## config.mk

```make
export PLATFORM = sky130hd
export DESIGN_NAME = multdiv_ctrl_flat
export DESIGN_NICKNAME = d
export VERILOG_FILES = /design/src/rtl/multdiv_pkg.sv /design/src/rtl/multdiv_if.sv /design/src/rtl/multdiv_addsub.sv /design/src/rtl/multdiv_ctrl.sv /design/src/flat_wrapper.sv
export SDC_FILE = /design/constraint.sdc
export NUM_CORES = 1
export LEC_CHECK = 0
export ABC_AREA = 1
export BUFFER_PORTS_ARGS = -buffer_cell sky130_fd_sc_hd__buf_2
export CAP_MARGIN = 25
export CORE_ASPECT_RATIO = 2
export CORE_UTILIZATION = 65
export CTS_BUF_LIST = sky130_fd_sc_hd__clkbuf_2
export CTS_CLUSTER_DIAMETER = 30
export DETAILED_ROUTE_END_ITERATION = 8
export PLACE_DENSITY_LB_ADDON = 0.25
export SLEW_MARGIN = 20
export SYNTH_ARGS = -nofsm -noshare
export SYNTH_HDL_FRONTEND = slang
export SYNTH_SLANG_ARGS = --single-unit
```

## constraint.sdc

```tcl
create_clock -name clock -period 17.7 [get_ports clock]
set_clock_uncertainty 0.2 [all_clocks]
set_input_delay 3.54 -clock clock [delete_from_list [all_inputs] [get_ports clock]]
set_output_delay 3.54 -clock clock [all_outputs]
set_load 0.02 [all_outputs]
```

## src/rtl/multdiv_pkg.sv

```systemverilog
// Shared types and constants for the iterative multiply/divide sequencer.
//   state_t : controller FSM states
//   op_t    : which algorithm drives the shared add/sub datapath
//   cnt_w() : counter width able to hold 0..width
package multdiv_pkg;

  typedef enum logic [1:0] {IDLE, MULT, DIV, DONE} state_t;
  typedef enum logic {OP_MULT, OP_DIV} op_t;

  function automatic int cnt_w(input int width);
    return $clog2(width + 1);
  endfunction

  localparam int WIDTH_DEF = 32;
  localparam int CNT_W     = cnt_w(WIDTH_DEF);

endpackage

```

## src/rtl/multdiv_if.sv

```systemverilog
// Execute-stage bus between the pipeline and the multiply/divide sequencer.
//   master : pipeline side (drives operands and start pulses)
//   slave  : sequencer side (drives result, exception, ready strobe, busy)
interface multdiv_if #(parameter int WIDTH = 32);
  logic [WIDTH-1:0] data_operandA;
  logic [WIDTH-1:0] data_operandB;
  logic             ctrl_MULT;
  logic             ctrl_DIV;
  logic [WIDTH-1:0] data_result;
  logic             data_exception;
  logic             data_resultRDY;
  logic             data_busy;

  modport master (
    output data_operandA, data_operandB, ctrl_MULT, ctrl_DIV,
    input  data_result, data_exception, data_resultRDY, data_busy
  );

  modport slave (
    input  data_operandA, data_operandB, ctrl_MULT, ctrl_DIV,
    output data_result, data_exception, data_resultRDY, data_busy
  );
endinterface

```

## src/rtl/multdiv_addsub.sv

```systemverilog
// (WIDTH+1)-bit combinational adder/subtracter shared by the shift-add
// multiplier and the restoring divider.
//   a_i, b_i : operands
//   sub_i    : 1 = a_i - b_i (two's complement), 0 = a_i + b_i
//   sum_o    : result
//   cout_o   : carry out; when subtracting, 1 means a_i >= b_i (no borrow)
module multdiv_addsub #(
  parameter int WIDTH = 32
) (
  input  logic [WIDTH:0] a_i,
  input  logic [WIDTH:0] b_i,
  input  logic           sub_i,
  output logic [WIDTH:0] sum_o,
  output logic           cout_o
);

  logic [WIDTH:0] b_x;

  assign b_x = sub_i ? ~b_i : b_i;
  assign {cout_o, sum_o} = {1'b0, a_i} + {1'b0, b_x} + {{(WIDTH + 1){1'b0}}, sub_i};

endmodule

```

## src/rtl/multdiv_ctrl.sv

```systemverilog
// Sequencer for the ALU's iterative signed multiply/divide unit.
// A start pulse latches operand magnitudes and the result sign; the shared
// add/sub datapath is then stepped WIDTH times (shift-add for MULT, restoring
// shift-subtract for DIV), the sign is applied and data_resultRDY pulses once.
//
// Ports:
//   clock, reset : rising-edge clock, synchronous active-high reset
//   bus (slave)  : data_operandA/B, ctrl_MULT/ctrl_DIV in;
//                  data_result, data_exception, data_resultRDY, data_busy out
//
// Build option: MULTDIV_EARLY_EXIT_EN -- when defined, MULT with a zero
// operand or DIV with a zero dividend (nonzero divisor) finishes one edge
// after start with result 0; otherwise those run the full WIDTH steps.
module multdiv_ctrl
  import multdiv_pkg::*;
#(
  parameter int WIDTH = 32
) (
  input  logic      clock,
  input  logic      reset,
  multdiv_if.slave  bus
);

  localparam int CW = cnt_w(WIDTH);
  localparam int W2 = 2 * WIDTH;

  state_t           state_q;
  logic [CW-1:0]    cnt_q;
  logic [W2-1:0]    acc_q;     // MULT: {partial product, multiplier}; DIV: {remainder, dividend/quotient}
  logic [WIDTH-1:0] opnd_q;    // multiplicand or divisor magnitude
  logic             neg_q;     // result sign
  logic             dz_q;      // divide by zero seen at start
  logic             ez_q;      // trivially-zero result seen at start
  logic [WIDTH-1:0] result_q;
  logic             exc_q;
  logic             rdy_q;
  logic             busy_q;

  // ---------------- start decode ----------------
  logic             start;
  logic             is_mult;
  logic             ez_start;
  logic [WIDTH-1:0] a_mag, b_mag;

  assign is_mult = bus.ctrl_MULT;              // MULT wins when both are high
  assign start   = bus.ctrl_MULT | bus.ctrl_DIV;
  assign a_mag   = bus.data_operandA[WIDTH-1] ? -bus.data_operandA : bus.data_operandA;
  assign b_mag   = bus.data_operandB[WIDTH-1] ? -bus.data_operandB : bus.data_operandB;

`ifdef MULTDIV_EARLY_EXIT_EN
  assign ez_start = is_mult ? (bus.data_operandA == '0 || bus.data_operandB == '0)
                            : (bus.data_operandA == '0 && bus.data_operandB != '0);
`else
  assign ez_start = 1'b0;
`endif

  // ---------------- shared datapath ----------------
  op_t            op;
  logic [WIDTH:0] as_a, as_b, as_sum;
  logic           as_sub, as_cout;
  logic [W2-1:0]  acc_step;

  assign op = (state_q == DIV) ? OP_DIV : OP_MULT;

  always_comb begin
    as_a   = '0;
    as_b   = '0;
    as_sub = 1'b0;
    if (op == OP_DIV) begin
      // trial subtract of divisor from remainder with next dividend bit shifted in
      as_a   = {acc_q[W2-1:WIDTH], acc_q[WIDTH-1]};
      as_b   = {1'b0, opnd_q};
      as_sub = 1'b1;
    end else begin
      as_a   = {1'b0, acc_q[W2-1:WIDTH]};
      as_b   = acc_q[0] ? {1'b0, opnd_q} : '0;
    end
  end

  multdiv_addsub #(.WIDTH(WIDTH)) u_addsub (
    .a_i    (as_a),
    .b_i    (as_b),
    .sub_i  (as_sub),
    .sum_o  (as_sum),
    .cout_o (as_cout)
  );

  always_comb begin
    acc_step = acc_q;
    if (op == OP_DIV) begin
      if (as_cout) acc_step = {as_sum[WIDTH-1:0], acc_q[WIDTH-2:0], 1'b1};
      else         acc_step = {as_a[WIDTH-1:0],   acc_q[WIDTH-2:0], 1'b0};
    end else begin
      // carry of the add becomes the top bit after the right shift
      acc_step = {as_sum, acc_q[WIDTH-1:1]};
    end
  end

  // ---------------- sign fix-up on the final step ----------------
  logic [W2-1:0]    prod_s;
  logic [WIDTH:0]   prod_top;
  logic             mul_ovf;
  logic [WIDTH-1:0] quo_s;
  logic             div_ovf;

  assign prod_s   = neg_q ? -acc_step : acc_step;
  assign prod_top = prod_s[W2-1:WIDTH-1];
  assign mul_ovf  = ~((&prod_top) | ~(|prod_top));
  assign quo_s    = neg_q ? -acc_step[WIDTH-1:0] : acc_step[WIDTH-1:0];
  // only -2^(W-1) / -1 yields a positive quotient with the top bit set
  assign div_ovf  = ~neg_q & acc_step[WIDTH-1];

  // ---------------- FSM ----------------
  always_ff @(posedge clock) begin
    if (reset) begin
      state_q  <= IDLE;
      cnt_q    <= '0;
      acc_q    <= '0;
      opnd_q   <= '0;
      neg_q    <= 1'b0;
      dz_q     <= 1'b0;
      ez_q     <= 1'b0;
      result_q <= '0;
      exc_q    <= 1'b0;
      rdy_q    <= 1'b0;
      busy_q   <= 1'b0;
    end else begin
      rdy_q <= 1'b0;
      if (start) begin
        // a start in any state drops whatever was in flight
        state_q <= is_mult ? MULT : DIV;
        cnt_q   <= '0;
        busy_q  <= 1'b1;
        neg_q   <= bus.data_operandA[WIDTH-1] ^ bus.data_operandB[WIDTH-1];
        dz_q    <= ~is_mult & (bus.data_operandB == '0);
        ez_q    <= ez_start;
        if (is_mult) begin
          acc_q  <= {{WIDTH{1'b0}}, b_mag};
          opnd_q <= a_mag;
        end else begin
          acc_q  <= {{WIDTH{1'b0}}, a_mag};
          opnd_q <= b_mag;
        end
      end else begin
        case (state_q)
          MULT, DIV: begin
            if (dz_q) begin
              state_q  <= DONE;
              busy_q   <= 1'b0;
              rdy_q    <= 1'b1;
              result_q <= '0;
              exc_q    <= 1'b1;
            end else if (ez_q) begin
              state_q  <= DONE;
              busy_q   <= 1'b0;
              rdy_q    <= 1'b1;
              result_q <= '0;
              exc_q    <= 1'b0;
            end else begin
              acc_q <= acc_step;
              cnt_q <= cnt_q + CW'(1);
              if (cnt_q == CW'(WIDTH - 1)) begin
                state_q <= DONE;
                busy_q  <= 1'b0;
                rdy_q   <= 1'b1;
                if (state_q == MULT) begin
                  result_q <= prod_s[WIDTH-1:0];
                  exc_q    <= mul_ovf;
                end else begin
                  result_q <= quo_s;
                  exc_q    <= div_ovf;
                end
              end
            end
          end
          DONE:    state_q <= IDLE;
          default: state_q <= IDLE;
        endcase
      end
    end
  end

  assign bus.data_result    = result_q;
  assign bus.data_exception = exc_q;
  assign bus.data_resultRDY = rdy_q;
  assign bus.data_busy      = busy_q;

endmodule

```

## src/flat_wrapper.sv

```systemverilog
// flat-port wrapper written by rule: the top's interface ports become plain ports
module multdiv_ctrl_flat import multdiv_pkg::*;
#(
  parameter int WIDTH = 32
)
  (clock, reset, bus_data_operandA, bus_data_operandB, bus_ctrl_MULT, bus_ctrl_DIV, bus_data_result, bus_data_exception, bus_data_resultRDY, bus_data_busy);
  multdiv_if #(.WIDTH(WIDTH)) bus_i ();
  input  logic clock;
  input  logic reset;
  input wire logic [$bits(bus_i.data_operandA)-1:0] bus_data_operandA;
  input wire logic [$bits(bus_i.data_operandB)-1:0] bus_data_operandB;
  input wire logic [$bits(bus_i.ctrl_MULT)-1:0] bus_ctrl_MULT;
  input wire logic [$bits(bus_i.ctrl_DIV)-1:0] bus_ctrl_DIV;
  output wire logic [$bits(bus_i.data_result)-1:0] bus_data_result;
  output wire logic [$bits(bus_i.data_exception)-1:0] bus_data_exception;
  output wire logic [$bits(bus_i.data_resultRDY)-1:0] bus_data_resultRDY;
  output wire logic [$bits(bus_i.data_busy)-1:0] bus_data_busy;
  assign bus_i.data_operandA = bus_data_operandA;
  assign bus_i.data_operandB = bus_data_operandB;
  assign bus_i.ctrl_MULT = bus_ctrl_MULT;
  assign bus_i.ctrl_DIV = bus_ctrl_DIV;
  assign bus_data_result = bus_i.data_result;
  assign bus_data_exception = bus_i.data_exception;
  assign bus_data_resultRDY = bus_i.data_resultRDY;
  assign bus_data_busy = bus_i.data_busy;
  multdiv_ctrl #(.WIDTH(WIDTH)) u_core (.clock(clock), .reset(reset), .bus(bus_i));
endmodule
```

==> qor.json, run 1 <==
{
  "global_routing": {
    "grt.total_usage_pct": 55.18,
    "globalRoute.totalOverflow": 2,
    "grt_pass1_vias": 17715,
    "pin_count_of_the_biggest_net_entering_global_routing": 98,
    "grt_pass1_wl_um": 93230
  },
  "clock_network": {
    "cts-htree-levels": 4,
    "cts_inserted_buffers": 17,
    "clock_sink_count": 141,
    "root_buffer": "clkbuf_2",
    "cts.hold.buffers_added": 0,
    "cts-resized-gates": 0,
    "cts_max_path_buffers": 2,
    "post-cts-setup-buffers": 0
  },
  "die": {
    "initial_core_util_pct": 66.09,
    "chipHeight_um": 210.6,
    "pin_count": 103,
    "num_rows": 76,
    "fp.dieW_um": 106.3
  },
  "place": {
    "buffer_ports.inserted": 102,
    "detailed_place_hpwl_um": 42950,
    "gp_congestion": 1.046,
    "placement.setup.worst_slack_ns": 10.73
  },
  "synth": {
    "synth_cells": 2558,
    "synth_async_sr_flop_share_pct": 0,
    "synthesis.area_per_instance_um2": 5.528,
    "yosys_warnings": 0,
    "synth_seq_cells": 141,
    "synth_top_cell_by_area": "nand2_1",
    "synthDominantCellAreaShare_pct": 23.41,
    "mappedNetlistNets": 2665,
    "synth_area_leaders": "nand2_1 (23%), dfxtp_1 (20%), inv_1 (8.7%)",
    "ys_dominant_reg_cell": "dfxtp_1",
    "yosys.cell_types.count": 56,
    "yosysSeqAreaShare_pct": 19.96,
    "synth_edf_count": 0,
    "mappedNetlistArea_um2": 14140
  },
  "status": {
    "result_of_the_run": "did not finish",
    "outcome.stop_stage": "5_1_grt",
    "firstError": "[ERROR GRT-0116] Global routing finished with congestion. Check the congestion regions in the DRC Viewer."
  }
}
==> Yosys cell counts (all sizes together) (38+ instances only) <==
| master | count |
|---|---|
| clkbuf | 63 |
| nand3 | 222 |
| nor3 | 45 |
| nor2 | 287 |
| inv | 335 |
| nand2 | 902 |
| o21ai | 141 |
| xor2 | 52 |
| ha | 38 |
| dfxtp | 141 |
| buf | 39 |
| a21oi | 100 |
==> cell families after synthesis <==
| logic type | Yosys count | share of synthesized area [%] |
|---|---|---|
| compound gates | 341 | 14.17 |
| buf+inv | 442 | 12.23 |
| xor+xnor | 87 | 5.388 |
| fa+ha+maj | 39 | 3.504 |
| flops | 141 | 19.96 |
| simple gates | 1508 | 44.74 |
==> stage by stage <==
step                area, um^2  instances
floorplan                14140       2558
global placement         14640       2843
detailed placement       14640       2843
CTS                      14890       2875
==> metal layers <==
metal | overflow | track usage [%]
met5 | 0 | 0
met2 | 1 | 86.07
met1 | 0 | 50.95
met3 | 0 | 21.43
met4 | 1 | 63.41
==> run 2: changes to the inputs <==
CORE_ASPECT_RATIO = not set   (was 2)
CORE_UTILIZATION = 40   (was 65)
CTS_BUF_LIST = not set   (was sky130_fd_sc_hd__clkbuf_2)
CTS_CLUSTER_DIAMETER = not set   (was 30)
PLACE_DENSITY_LB_ADDON = 0.15   (was 0.25)
==> run 2 against run 1 <==
The flow now finishes without violations. Synthesized area unchanged. Synthesized cell count unchanged.
==> qor.json, run 2 <==
{
  "layout": {
    "areaGrowthSynthToFinish_pct": 9.980,
    "largest_register_ffs": 64,
    "final_layout_size_suffix_gt1_share_pct": 8.337,
    "finish.net_count": 2698,
    "mostFrequentLayoutCells": "nand2_1 (882), inv_1 (327), nor2_1 (266)",
    "layout_commonest_cell": "nand2_1",
    "biggest_register": "u_core.acc_q",
    "num_antenna_cells": 0,
    "design_area_um2": 15550,
    "fillCellCount": 3799
  },
  "synth": {
    "ys_top_cells_by_count": {"value": "nand2_1 (882), inv_1 (328), nor2_1 (270)", "change": "unchanged"},
    "synth_cells": {"value": 2558, "change": "unchanged"},
    "synthDominantCellAreaShare": {"value": 23.41, "unit": "%", "change": "unchanged"},
    "yosys_warnings": {"value": 0, "change": "unchanged"},
    "mappedNetlistArea": {"value": 14140, "unit": "um^2", "change": "unchanged"},
    "synth.most_common_cell": {"value": "nand2_1", "change": "unchanged"},
    "synth_top_cell_by_area": {"value": "nand2_1", "change": "unchanged"},
    "synthesis.area_per_instance": {"value": 5.528, "unit": "um^2", "change": "unchanged"},
    "synth_area_leaders": {"value": "nand2_1 (23%), dfxtp_1 (20%), inv_1 (8.7%)", "change": "unchanged"},
    "mappedNetlistNets": {"value": 2665, "change": "unchanged"},
    "yosys.cell_types.count": {"value": 56, "change": "unchanged"},
    "synth_edf_count": {"value": 0, "change": "unchanged"},
    "synth_async_sr_flop_share": {"value": 0, "unit": "%", "change": "unchanged"},
    "ys_dominant_reg_cell": {"value": "dfxtp_1", "change": "unchanged"},
    "synth_seq_cells": {"value": 141, "change": "unchanged"},
    "yosysSeqAreaShare": {"value": 19.96, "unit": "%", "change": "unchanged"}
  },
  "die": {
    "chipHeight": {"value": 190.0, "unit": "um", "change": "was 210.6 um"},
    "fp.dieW": {"value": 190.0, "unit": "um", "change": "was 106.3 um"},
    "num_rows": {"value": 68, "change": "was 76"},
    "initial_core_util": {"value": 40.84, "unit": "%", "change": "was 66.09%"},
    "design.die.area_um2": 36110,
    "pin_count": {"value": 103, "change": "unchanged"},
    "core_area_um2": 34630
  },
  "worst_setup_path": {
    "max_stage_delay_ns": 0.65,
    "critPathKind": "register to register",
    "critical_path.slowest_cell": "buf_4",
    "worst_path_most_repeated_cell": "nand2_1",
    "crit_path_max_fanout": 92,
    "critical_path.n_buffers_inverters": 6,
    "sort_of_element_at_the_start_of_the_critical_path": "register",
    "worst_setup_path_end_kind": "register",
    "req_time_crit_path_ns": 17.82,
    "worstPathArrival_ns": 7.51,
    "cpLargestDelayFamily": "simple AND/OR/NAND/NOR gates"
  },
  "clock_network": {
    "source_to_sink_clock_delay_at_the_later_pin_of_the_worst_skew_pair_ns": 0.45,
    "root_buffer": {"value": "clkbuf_16", "change": "was clkbuf_2"},
    "cts_max_path_buffers": {"value": 2, "change": "unchanged"},
    "post-cts-setup-buffers": {"value": 0, "change": "unchanged"},
    "tritoncts": "done",
    "cts_inserted_buffers": {"value": 17, "change": "unchanged"},
    "cts.hold.buffers_added": {"value": 0, "change": "unchanged"},
    "cts-resized-gates": {"value": 0, "change": "unchanged"},
    "cts-htree-levels": {"value": 4, "change": "unchanged"},
    "clock_sink_count": {"value": 141, "change": "unchanged"},
    "cts.reportedPaths.clkPinSlew_ns": 0.07
  },
  "routing": {
    "final_antenna_net_count": 0,
    "post-route-drc-count": 0,
    "drt_wl_total_um": 53400,
    "drt_initial_violations": 1397,
    "via_count": 16426,
    "wl_per_cell_um": 17.46,
    "detailedRoute.firstPassIterationCount": 6,
    "post_drt_via_cell_ratio": 5.371
  },
  "status": {
    "result_of_the_run": {"value": "finished, final reports clean", "change": "was did not finish"}
  },
  "pwr": {
    "power.ir.vdd_worst_uv": 74.96,
    "powerDensity_nw_per_um2": 70.89,
    "cellLeakagePower_nw": 7.999
  },
  "place": {
    "detailed_place_hpwl": {"value": 42410, "unit": "um", "change": "was 42950 um"},
    "buffer_ports.inserted": {"value": 102, "change": "unchanged"},
    "gp_congestion": {"value": 0.9647, "change": "was 1.046"},
    "dpl-instance-area": {"value": 14890, "unit": "um^2", "change": "was 14640 um^2"}
  },
  "sta": {
    "fmax_ghz": 0.1352,
    "tightestPinTransition_ns": 1.002,
    "timing.final.hold_violations": 0,
    "min_period_ns": 7.397,
    "setup_viol_count_final": 0,
    "worst_slew_margin_rel_pct": 33.17,
    "layout_worst_path_cycle_share_pct": 41.79,
    "tns_ns": 0,
    "grt_setup_unrepaired": "false",
    "maxSlewViolCount": 0
  },
  "global_routing": {
    "grt.total_usage_pct": 29.89,
    "grt_pass1_vias": 15514,
    "globalRoute.totalOverflow": 0,
    "pin_count_of_the_biggest_net_entering_global_routing": 93,
    "antenna_found_initial": 0,
    "grt_pass1_wl_um": 83330
  },
  "flow_run": {
    "max-cap-violations": 0
  },
  "worst_hold_path": {
    "hp-class": "register to register"
  }
}
==> run 2: cell counts after synthesis <==
Identical to the previous run, type by type.
==> run 2: worst register-to-register path, delay by kind of cell (launching register included) <==
kind	cells	cell delay (ns)
fa+ha+maj	3	0.77
buf+inv	6	1.69
compound gates	3	0.61
simple gates	27	3.72
flops	1	0.31
==> run 2: final cells by class <==
cell class / count / area (um^2) / share of cell area, %
flip-flops and latches: 141 / 2824 / 18.16
well taps: 455 / 569.3 / 3.661
clock buffers: 18 / 439.2 / 2.824
multi-input cells: 1975 / 9612 / 61.80
inverters: 340 / 1276 / 8.206
clock inverters: 13 / 151.4 / 0.9735
repair buffers: 116 / 680.7 / 4.377
==> run 2: path summary, 6_finish.rpt <==
check	startpoint	endpoint	cells past startpoint	slack, ns
hold reg to reg	u_core.bus.data_result[22]	u_core.bus.data_result[22]	2	0.27
setup reg to reg	u_core.state_q[0]	u_core.bus.data_exception	39	10.30
setup / recovery	u_core.state_q[0]	u_core.bus.data_exception	39	10.30
hold / removal	u_core.bus.data_result[22]	u_core.bus.data_result[22]	2	0.27
==> run 2: per-layer routing <==
layer	track usage, %	up-vias	share of wire (%)
li1	-	8217	-
met1	35.76	7477	42
met2	52.18	591	48
met3	3.339	141	5.0
met4	15.91	0	5.4
met5	0	-	0
==> run 2: cells by family (layout without fill, tap and decap cells) <==
logic type,count (synthesis),after routing,synth area share [%]
adders and majority gates,39,39,3.504
xor gates and xnor gates,87,87,5.388
DFF,141,141,19.96
and+or+nand+nor,1508,1508,44.74
buffers and inverters,442,487,12.23
AOI/OAI and AO/OA,341,341,14.17
==> run 2: through the flow <==
| step | power [mW] | setup WS, ns | instances | utilization (%) | hold WS [ns] |
|---|---|---|---|---|---|
| floorplan | 0.6125 | 11.79 | 2558 | - | 0.2453 |
| detailed placement | 0.7273 | 10.43 | 3024 | 43.01 | 0.2593 |
| finish | 1.103 | 10.30 | 3058 | 44.91 | 0.2678 |
| CTS | 1.100 | 10.40 | 3055 | 44.72 | 0.2711 |
| global placement | 0.7247 | 10.04 | 3023 | 42.93 | 0.2565 |
| global route | 1.166 | 9.558 | 3058 | 44.91 | 0.3037 |
==> run 2: report_power, final <==
group	switching (mW)	internal, mW	leakage [nW]
clock network	0.159	0.214	0.295
logic	0.270	0.111	6.55
registers	0.0145	0.333	1.15
(Power assumes the default switching activity.)
